**src/rtl/fsm_master.sv**
```systemverilog
// Single-byte I2C-style bus master: START, 7-bit address + R/W, one data byte, then STOP.
// Optional clock stretching is enabled by defining FSM_MASTER_CLK_STRETCH_EN.
module fsm_master #(
  parameter int DIV = 4
) (
  input  logic       clk,
  input  logic       rst,
  input  logic       start,
  input  logic [6:0] addr,
  input  logic       rw,
  input  logic [7:0] wr_data,
  output logic       busy,
  output logic       done,
  output logic       ack_err,
  output logic [7:0] rd_data,
  output logic       scl_out,
  input  logic       scl_in,
  input  logic       sda_in,
  output logic       sda_out,
  output logic       sda_select
);

  localparam logic [3:0] S_IDLE     = 4'd0;
  localparam logic [3:0] S_START    = 4'd1;
  localparam logic [3:0] S_ADDR     = 4'd2;
  localparam logic [3:0] S_ADDR_ACK = 4'd3;
  localparam logic [3:0] S_WDATA    = 4'd4;
  localparam logic [3:0] S_WACK     = 4'd5;
  localparam logic [3:0] S_RDATA    = 4'd6;
  localparam logic [3:0] S_RNACK    = 4'd7;
  localparam logic [3:0] S_STOP     = 4'd8;

  localparam logic [7:0] DIV_LAST = 8'(DIV - 1);

  logic [3:0] r_state;
  logic [7:0] r_divCnt;
  logic [1:0] r_quarter;
  logic [2:0] r_bitCnt;
  logic [7:0] r_addrByte;
  logic [7:0] r_wrData;
  logic [7:0] r_rdShift;
  logic [7:0] r_rdData;
  logic       r_busy;
  logic       r_done;
  logic       r_ackErr;

  logic w_quarterEnd;
  logic w_hold;
  logic w_sclOut;
  logic w_sdaOut;
  logic w_sdaSel;

  assign w_quarterEnd = (r_divCnt == DIV_LAST);

`ifdef FSM_MASTER_CLK_STRETCH_EN
  // A slave holding SCL low while we release it freezes the quarter timing.
  assign w_hold = w_sclOut & ~scl_in;
`else
  logic w_unused;
  assign w_unused = scl_in;
  assign w_hold   = 1'b0;
`endif

  always_ff @(posedge clk or posedge rst) begin
    if (rst) begin
      r_state    <= S_IDLE;
      r_divCnt   <= '0;
      r_quarter  <= '0;
      r_bitCnt   <= '0;
      r_addrByte <= '0;
      r_wrData   <= '0;
      r_rdShift  <= '0;
      r_rdData   <= '0;
      r_busy     <= 1'b0;
      r_done     <= 1'b0;
      r_ackErr   <= 1'b0;
    end else begin
      r_done <= 1'b0;
      if (r_state == S_IDLE) begin
        r_divCnt  <= '0;
        r_quarter <= '0;
        r_bitCnt  <= '0;
        if (start) begin
          r_state    <= S_START;
          r_busy     <= 1'b1;
          r_addrByte <= {addr, rw};
          r_wrData   <= wr_data;
          r_ackErr   <= 1'b0;
        end
      end else if (!w_hold) begin
        if (!w_quarterEnd) begin
          r_divCnt <= r_divCnt + 8'd1;
        end else begin
          r_divCnt  <= '0;
          r_quarter <= r_quarter + 2'd1;
          // Bits are four quarters; sampling happens at the end of Q2, stepping at the end of Q3.
          case (r_state)
            S_START: begin
              if (r_quarter == 2'd1) begin
                r_quarter <= '0;
                r_state   <= S_ADDR;
              end
            end
            S_ADDR, S_WDATA: begin
              if (r_quarter == 2'd3) begin
                r_bitCnt <= r_bitCnt + 3'd1;
                if (r_bitCnt == 3'd7) begin
                  r_state <= (r_state == S_ADDR) ? S_ADDR_ACK : S_WACK;
                end
              end
            end
            S_ADDR_ACK: begin
              if (r_quarter == 2'd2 && sda_in) begin
                r_ackErr <= 1'b1;
              end
              if (r_quarter == 2'd3) begin
                if (r_ackErr) begin
                  r_state <= S_STOP;
                end else begin
                  r_state <= r_addrByte[0] ? S_RDATA : S_WDATA;
                end
              end
            end
            S_WACK: begin
              if (r_quarter == 2'd2 && sda_in) begin
                r_ackErr <= 1'b1;
              end
              if (r_quarter == 2'd3) begin
                r_state <= S_STOP;
              end
            end
            S_RDATA: begin
              if (r_quarter == 2'd2) begin
                r_rdShift <= {r_rdShift[6:0], sda_in};
              end
              if (r_quarter == 2'd3) begin
                r_bitCnt <= r_bitCnt + 3'd1;
                if (r_bitCnt == 3'd7) begin
                  r_rdData <= r_rdShift;
                  r_state  <= S_RNACK;
                end
              end
            end
            S_RNACK: begin
              if (r_quarter == 2'd3) begin
                r_state <= S_STOP;
              end
            end
            S_STOP: begin
              if (r_quarter == 2'd2) begin
                r_quarter <= '0;
                r_state   <= S_IDLE;
                r_busy    <= 1'b0;
                r_done    <= 1'b1;
              end
            end
            default: r_state <= S_IDLE;
          endcase
        end
      end
    end
  end

  // Bus levels are decoded from state and quarter so reset takes effect immediately.
  always_comb begin
    w_sclOut = 1'b1;
    w_sdaOut = 1'b1;
    w_sdaSel = 1'b0;
    case (r_state)
      S_START: begin
        w_sdaSel = 1'b1;
        w_sdaOut = (r_quarter == 2'd0);
      end
      S_ADDR: begin
        w_sclOut = r_quarter[1];
        w_sdaSel = 1'b1;
        w_sdaOut = r_addrByte[3'd7 - r_bitCnt];
      end
      S_WDATA: begin
        w_sclOut = r_quarter[1];
        w_sdaSel = 1'b1;
        w_sdaOut = r_wrData[3'd7 - r_bitCnt];
      end
      S_ADDR_ACK, S_WACK, S_RDATA: begin
        w_sclOut = r_quarter[1];
      end
      S_RNACK: begin
        w_sclOut = r_quarter[1];
        w_sdaSel = 1'b1;
      end
      S_STOP: begin
        w_sclOut = (r_quarter != 2'd0);
        w_sdaSel = 1'b1;
        w_sdaOut = (r_quarter == 2'd2);
      end
      default: begin
        w_sclOut = 1'b1;
        w_sdaOut = 1'b1;
        w_sdaSel = 1'b0;
      end
    endcase
  end

  assign busy       = r_busy;
  assign done       = r_done;
  assign ack_err    = r_ackErr;
  assign rd_data    = r_rdData;
  assign scl_out    = w_sclOut;
  assign sda_out    = w_sdaOut;
  assign sda_select = w_sdaSel;

endmodule

```
**config.mk**
```make
export PLATFORM = sky130hd
export DESIGN_NAME = fsm_master
export DESIGN_NICKNAME = d
export VERILOG_FILES = /design/src/rtl/fsm_master.sv
export SDC_FILE = /design/constraint.sdc
export NUM_CORES = 1
export LEC_CHECK = 0
export BUFFER_PORTS_ARGS = -buffer_cell sky130_fd_sc_hd__buf_2
export CAP_MARGIN = 0
export CORE_ASPECT_RATIO = 0.9
export CORE_MARGIN = 2
export CORE_UTILIZATION = 45
export DETAILED_ROUTE_END_ITERATION = 16
export PLACE_DENSITY = 0.71
export SLEW_MARGIN = 20
export SYNTH_ARGS = -nofsm -noshare
export SYNTH_HDL_FRONTEND = slang
export SYNTH_SLANG_ARGS = --single-unit
```
**constraint.sdc**
```tcl
create_clock -name clk -period 2.1 [get_ports clk]
set_clock_uncertainty 0.05 [all_clocks]
set_input_delay 0.315 -clock clk [delete_from_list [all_inputs] [get_ports clk]]
set_output_delay 0.315 -clock clk [all_outputs]
set_load 0.03 [all_outputs]
```
==> impl_metrics.ini, run 1 <==
[flow_run]
cap_violations = 0

[layout]
multi_input_area_um2 = 1419
final_core_util_pct = 55.83
antenna_cells = 0
nNetsFinal = 284
final_cells = 326
drive_above_1_share_pct = 39.45
syn2layout_area_growth_pct = 17.67
regArea_um2 = 1304
final.fill_count = 491
final_area_um2 = 3233

[floorplanning]
die_h_um = 78.13
initial_core_util_pct = 47.45
dieArea_um2 = 6748
rows = 26
die_x_um = 86.37
io_pins = 35
core_um2 = 5791

[run_status]
outcome = finished with violations
violations = negative hold slack, negative setup slack

[global_routing]
grt_use_total_pct = 16.47
grt_pass1_vias = 1853
gr-total-overflow = 0
grt_max_degree = 29
grt_pass1_wl_um = 8838
antenna_found_initial = 0

[yosys]
synth_area_um2 = 2748
yosys.cell_types.count = 57
avgSynthCellArea_um2 = 13.08
async_reset_ff_share_pct = 100.0
synth_warnings = 0
synth.net_count = 239
yosysSeqAreaShare_pct = 47.36
ys.flop_type = dfrtp_1
netlist_instances = 210
synthDominantCellAreaShare_pct = 47.36
synth.area.top_cells = dfrtp_1 (47%), mux2_1 (6.6%), mux2_4 (5.5%)
ys_ff_latch = 52
synth_top_area_cell = dfrtp_1
synth_edf_count = 0

[detailed_routing]
wirelength_um = 5085
detail_route.vias_per_cell = 5.439
ant_nets = 0
drc_errors = 0
route.detailed.wl_per_inst_um = 15.60
vias = 1773
drtPass1Iterations = 4
drtIter0Drc = 38

[worst_hold_path]
min-delay-path-class = in -> async

[setup_path]
required_ns = 1.74
crit_arrival_ns = 1.85
r2r_start = r_state[3]
cp_max_fo = 5
r2r-end = rd_data[2]
path_class = reg -> out
endpoint = sda_out
endpoint_kind = output port
setup.worst_path.start_class = register
r2r_slack_ns = 0.13
startpoint = r_state[1]
reg2reg_depth = 6

[cts]
hold_buffers = 0
clock_latency_ns = 0.31
cts-root-buf = clkbuf_8
clockBufferDepth = 2
cts_tree = yes
clock-sinks = 52
clk_pin_slew_worst_paths_ns = 0.10
cts_buffers = 5
htree_levels = 2

[placement]
dp_hpwl_um = 3708
io_buffers = 33
gp_congestion = 0.8127
place_area_um2 = 3053
placed_cells = 315

[sta]
slew_headroom_pct = 63.21
worst_pin_slew_ns = 0.5511
hold_viol = 4
fin_ws_ns = -0.1117
whs_ns = -0.01045
fmax_mhz = 452.1
period_minus_slack_ns = 2.212
timing.final.crit_share_pct = 105.3
grt_setup_unrepaired = true
setup_viol = 1
finalMaxSlewViolations = 0

[pwr]
p_total_uw = 4132
vdd_drop_max_uv = 947.2
leakage_uw = 0.001518
power.density_nw_per_um2 = 1278
==> final cells by class <==
cell class | count | area share, %
multi-input combinational | 145 | 43.89
sequential | 52 | 40.33
clock inverter | 3 | 0.8514
inverter | 3 | 0.3483
tap | 70 | 2.709
timing repair buffer | 48 | 9.752
clock buffer | 5 | 2.128
==> metal layers <==
layer  GRT usage [%]  wire length, um
met5               0                0
met4           5.313               63
met3           3.155              151
met2           25.62             2368
met1           23.23             2501
==> through the flow <==
stage               hold slack, ns  worst slack [ns]  TNS, ns
floorplan                   0.3967           0.03192        0
global placement            0.3419            0.1136        0
detailed placement          0.3517           0.08689        0
CTS                       0.008522           -0.1138  -0.1138
global route               0.01865           -0.1868  -0.1868
finish                    -0.01045           -0.1117  -0.1117
==> logic make-up (layout without fill, tap and decap cells) <==
logic type / after synthesis / count (layout) / synth area share [%]
AND/OR/NAND/NOR: 56 / 56 / 15.76
XOR/XNOR: 8 / 8 / 2.550
multiplexers: 42 / 42 / 19.13
adder cells (fa/ha/maj): 8 / 8 / 3.643
flip-flops: 52 / 52 / 47.36
AO/OA/AOI/OAI: 31 / 31 / 8.880
buffers and inverters: 13 / 59 / 2.687
==> synth_stat cells (4+ instances only) <==
library cell and instances:
dfrtp_1 52, mux2_1 16, nor2_1 13, mux2_4 10, ha_1 8, mux2_2 8
nand3_1 7, mux2i_1 6, xor2_1 6, buf_2 5, a21oi_1 4, o21ai_0 4
==> layout by cell type, fill, tap and decap left out, types with 3 or more instances in the layout <==
cell      netlist  routed
nor2_1         13      12
nand2_1         3       3
nor3_1          3       3
a21oi_1         4       4
ha_1            8       8
buf_4           1      13
nor2b_1         3       3
mux2i_1         6       6
or4b_4          1       3
nor3b_1         3       3
mux2_2          8       8
dfrtp_1        52      50
clkbuf_8        0       5
mux2_1         16      16
buf_2           5      31
xor2_1          6       6
nand3_1         7       7
mux2_4         10      10
==> worst min path at each step <==
stage                      start       endpoint
after floorplan           sda_in   r_rdShift[0]
after global placement       rst  r_addrByte[2]
after detailed placement     rst  r_addrByte[2]
after CTS                    rst  r_addrByte[2]
after global routing         rst  r_addrByte[3]
final                        rst  r_addrByte[3]
==> registers in the layout, summed over array words and instances (netlist names) <==
| signal | flops |
|---|---|
| r_divCnt | 8 |
| rd_data | 8 |
| r_state | 4 |
| r_bitCnt | 3 |
| done | 1 |
| r_addrByte | 8 |
| ack_err | 1 |
| r_wrData | 8 |
| r_rdShift | 8 |
| busy | 1 |
| r_quarter | 2 |
==> what timing repair did <==
action	in CTS	in global routing
gates resized for setup	9	7
setup buffers	3	0
setup endpoints to repair	1	4
pin swaps	3	2
==> critical path, cell delays in order (launching register included) <==
cell and delay (ns):
dfrtp_1 0.44, or4b_4 0.55, a221oi_4 0.22, o21ai_1 0.10
nand3_1 0.11, buf_6 0.14
==> power by group <==
| group | internal (uW) | total, uW | switching (uW) |
|---|---|---|---|
| registers | 1260 | 1450 | 193 |
| clock network | 245 | 597 | 352 |
| logic | 981 | 2080 | 1100 |
Power figures use the tool's default switching activity.
==> run 2: changes to the inputs <==
CORE_ASPECT_RATIO = 0.5   (was 0.9)
==> impl_metrics.ini, run 2 (same netlist as run 1, synthesis figures left out) <==
[placement]
dp_hpwl_um = 3656
gp_congestion = 0.8818
io_buffers = 33

[global_routing]
met1_usage_pct = 24.18
antenna_found_initial = 0
use_met2_pct = 25.87
grt_pass1_vias = 1792
grt_max_degree = 32
grt_busiest_layer = met2
gr-total-overflow = 0
grt_pass1_wl_um = 8783
grt_use_total_pct = 16.65
use_met3_pct = 3.374

[floorplanning]
die_h_um = 59.26
rows = 20
core_um2 = 5981
dieArea_um2 = 6785
io_pins = 35
initial_core_util_pct = 45.94
die_x_um = 114.5

[cts]
htree_levels = 2
cts_buffers = 5
hold_buffers = 0
cts_tree = yes
cts-root-buf = clkbuf_16
clk_pin_slew_worst_paths_ns = 0.07
clockBufferDepth = 2
clock-sinks = 52
clock_latency_ns = 0.29

[pwr]
vdd_drop_max_uv = 393.8
power.density_nw_per_um2 = 1250
leakage_uw = 0.001564

[sta]
slew_headroom_pct = 56.84
setup_viol = 2
fin_ws_ns = -0.08337
tns_ns = -0.1056
period_minus_slack_ns = 2.183
worst_pin_slew_ns = 0.6464
finalMaxSlewViolations = 0
fmax_mhz = 458.0
grt_setup_unrepaired = true
timing.final.crit_share_pct = 104.0
hold_viol = 0

[detailed_routing]
drtPass1Iterations = 4
drtIter0Drc = 108
wirelength_um = 5204
drc_errors = 0
vias = 1855
ant_nets = 0
route.detailed.wl_per_inst_um = 15.35
detail_route.vias_per_cell = 5.472

[layout]
final_core_util_pct = 55.36
nNetsFinal = 290
final.fill_count = 494
antenna_cells = 0
syn2layout_area_growth_pct = 20.49
drive_above_1_share_pct = 39.69
regArea_um2 = 1304
multi_input_area_um2 = 1396
final_cell_mix = dfrtp_1 (50), buf_2 (31), buf_4 (19), mux2_1 (16), nor2_1 (12)
layout_commonest_cell = dfrtp_1

[setup_path]
path_class = reg -> out
endpoint_kind = output port
cp_max_fo = 3
setup.worst_path.start_class = register
crit_arrival_ns = 1.82
required_ns = 1.74
reg2reg_depth = 6
r2r_slack_ns = 0.15
r2r-end = r_state[0]
r2r_start = r_state[2]

[run_status]
outcome = finished with violations
violations = negative setup slack

[worst_hold_path]
min-delay-path-class = in -> async

[flow_run]
cap_violations = 0
[run 2: worst max-delay path by stage]
stage                 endpoint        from  slack [ns]
floorplan           sda_select  r_state[2]        0.03
global placement       sda_out  r_state[0]        0.13
detailed placement     sda_out  r_state[0]        0.11
CTS                    sda_out  r_state[2]       -0.09
global route        sda_select  r_state[1]       -0.15
finish                 sda_out  r_state[3]       -0.08
[run 2: power by group]
group          internal (uW)  total [uW]  switching (uW)
logic                    863        1860             994
registers               1250        1440             190
clock network            450         840             389
[run 2: layout make-up]
| type | instances | area share [%] |
|---|---|---|
| well taps | 77 | 2.910 |
| multi-input cells | 145 | 42.18 |
| clock buffers | 5 | 3.779 |
| flip-flops and latches | 52 | 39.38 |
| repair buffers | 54 | 10.62 |
| clock inverters | 3 | 0.7936 |
| inverters | 3 | 0.3401 |
[run 2: what timing repair did]
action | 4_1_cts | 5_1_grt
resized for setup | 9 | 4
buffers inserted | 5 | 4
setup endpoints to repair | 3 | 3
cloned | 0 | 0
pin swaps | 4 | 3
endpoints found under the hold margin | 0 | 0
[run 2: layer usage]
metal	share of wire [%]	vias up
met1	49	926
li1	-	880
met4	1.0	0
met3	4.3	8
met5	0	-
met2	46	41
[run 2: critical path, cell delays in order (launching register included)]
cell and delay [ns]:
dfrtp_1 0.40, or4b_1 0.54, a221oi_2 0.21, a22oi_1 0.13, nand3_1 0.10, buf_6 0.14
[run 2: through the flow]
step	area, um^2	worst slack (ns)	total power (uW)	hold slack [ns]	instances
finish	3311	-0.08337	4140	0.05066	339
global route	3311	-0.1544	4374	0.1059	339
CTS	3277	-0.09460	4091	0.07845	335
detailed placement	3049	0.1133	3340	0.3910	322
global placement	3049	0.1284	3280	0.3778	322
floorplan	2748	0.03192	2881	0.3967	210
==> run 3: changes to the inputs <==
BUFFER_PORTS_ARGS = -buffer_cell sky130_fd_sc_hd__buf_4   (was -buffer_cell sky130_fd_sc_hd__buf_2)
==> impl_metrics.ini, run 3 (same netlist as run 1, synthesis figures left out) <==
[cts]
clock-sinks = 52
cts_tree = yes
clockBufferDepth = 2
htree_levels = 2
cts_buffers = 5
cts-root-buf = clkbuf_16
clk_pin_slew_worst_paths_ns = 0.07
clock_latency_ns = 0.29

[sta]
whs_ns = 0.1535
slew_headroom_pct = 57.38
fin_ws_ns = -0.08544
hold_viol = 0
timing.final.crit_share_pct = 104.1
fmax_mhz = 457.6
worst_pin_slew_ns = 0.6393
setup_viol = 1
period_minus_slack_ns = 2.185
finalMaxSlewViolations = 0
grt_setup_unrepaired = true

[global_routing]
antenna_found_initial = 0
grt_max_degree = 53
grt_pass1_vias = 1786
grt_pass1_wl_um = 8866
grt_use_total_pct = 16.97
gr-total-overflow = 0

[layout]
final_area_um2 = 3366
final.fill_count = 477
regArea_um2 = 1305
antenna_cells = 0
nNetsFinal = 286
multi_input_area_um2 = 1416
syn2layout_area_growth_pct = 22.50
drive_above_1_share_pct = 39.53
layout_commonest_cell = dfrtp_1
final_cell_mix = dfrtp_1 (49), buf_4 (48), mux2_1 (16), nor2_1 (13), mux2_4 (10)

[placement]
gp_congestion = 0.8826
dp_hpwl_um = 3670
place_area_um2 = 3112
io_buffers = 33
dp_slack_ns = 0.1283

[floorplanning]
rows = 20
core_um2 = 5981
die_h_um = 59.26
initial_core_util_pct = 45.94
die_x_um = 114.5
io_pins = 35
dieArea_um2 = 6785

[setup_path]
path_class = reg -> out
reg2reg_depth = 7
endpoint = sda_out
endpoint_kind = output port
crit_buf_inv = 1
required_ns = 1.74
crit_arrival_ns = 1.82
startpoint = r_state[1]
r2r_start = r_state[3]
cp_max_fo = 6
crit_family = simple AND/OR/NAND/NOR gates
r2r-end = r_state[1]
path_depth = 5
cpMaxStageDelayCell = or4b_1
setup.worst_path.start_class = register
crit_chain = or4b_1, a221oi_2, a22oi_1, nand3_1, buf_6
r2r_slack_ns = 0.11
max_stage_delay_ns = 0.53

[detailed_routing]
drtIter0Drc = 117
wirelength_um = 5323
ant_nets = 0
drc_errors = 0
detail_route.vias_per_cell = 5.448
route.detailed.wl_per_inst_um = 15.89
vias = 1825
drtPass1Iterations = 4

[flow_run]
cap_violations = 0

[pwr]
power.density_nw_per_um2 = 1304
leakage_uw = 0.001560
vdd_drop_max_uv = 454.9

[worst_hold_path]
min-delay-path-class = in -> async

[run_status]
outcome = finished with violations
violations = negative setup slack
[run 3: per-stage QoR]
step / total power (uW) / instances / setup TNS (ns) / utilization, %
after global placement: 3315 / 321 / 0 / 52.03
after global routing: 4631 / 335 / -0.1502 / 56.28
after CTS: 4363 / 334 / -0.07897 / 55.82
after detailed placement: 3375 / 321 / 0 / 52.03
final: 4390 / 335 / -0.08544 / 56.28
after floorplan: 2881 / 210 / 0 / -
[run 3: report_power, final]
group | switching [uW] | internal, uW | leakage [uW]
Combinational | 1110 | 978 | 0.000821
Sequential | 205 | 1260 | 0.000669
Clock | 355 | 474 | 0.0000691
Total | 1670 | 2710 | 0.00156
[run 3: final cells by class]
type | count | share of cell area, %
multi-input combinational | 145 | 42.08
sequential | 52 | 38.77
timing repair buffer | 50 | 11.38
clock buffer | 6 | 4.126
tap | 77 | 2.862
clock inverter | 2 | 0.4461
inverter | 3 | 0.3346
[run 3: worst register-to-register path, cell delays in order (launching register included)]
cell and delay (ns):
dfrtp_1 0.41, buf_6 0.13, buf_4 0.18, nor4_4 0.34, buf_4 0.21, a21oi_2 0.06
nor4_1 0.31, o21ba_1 0.19
[run 3: worst min-delay path by stage]
stage / startpoint / cells after the start / slack (ns) / to
floorplan: sda_in / 1 / 0.40 / r_rdShift[0]
global placement: r_wrData[6] / 1 / 0.42 / r_wrData[6]
detailed placement: r_wrData[6] / 1 / 0.43 / r_wrData[6]
CTS: rst / 3 / 0.18 / r_wrData[1]
global route: wr_data[1] / 2 / 0.19 / r_wrData[1]
finish: rst / 3 / 0.15 / rd_data[7]
[run 3: repair_timing]
action,CTS,global route
resized for setup,10,2
hold buffers,0,0
setup endpoints to repair,2,3
buffers inserted,5,2
pin swaps,2,0
[run 3: routing by layer]
metal  GRT usage (%)  routed length [um]  vias to the layer above
li1                -                   -                      865
met2           27.81                2558                       36
met5               0                   0                        -
met4           4.878                  69                        0
met1           23.20                2528                      918
met3           3.579                 167                        6
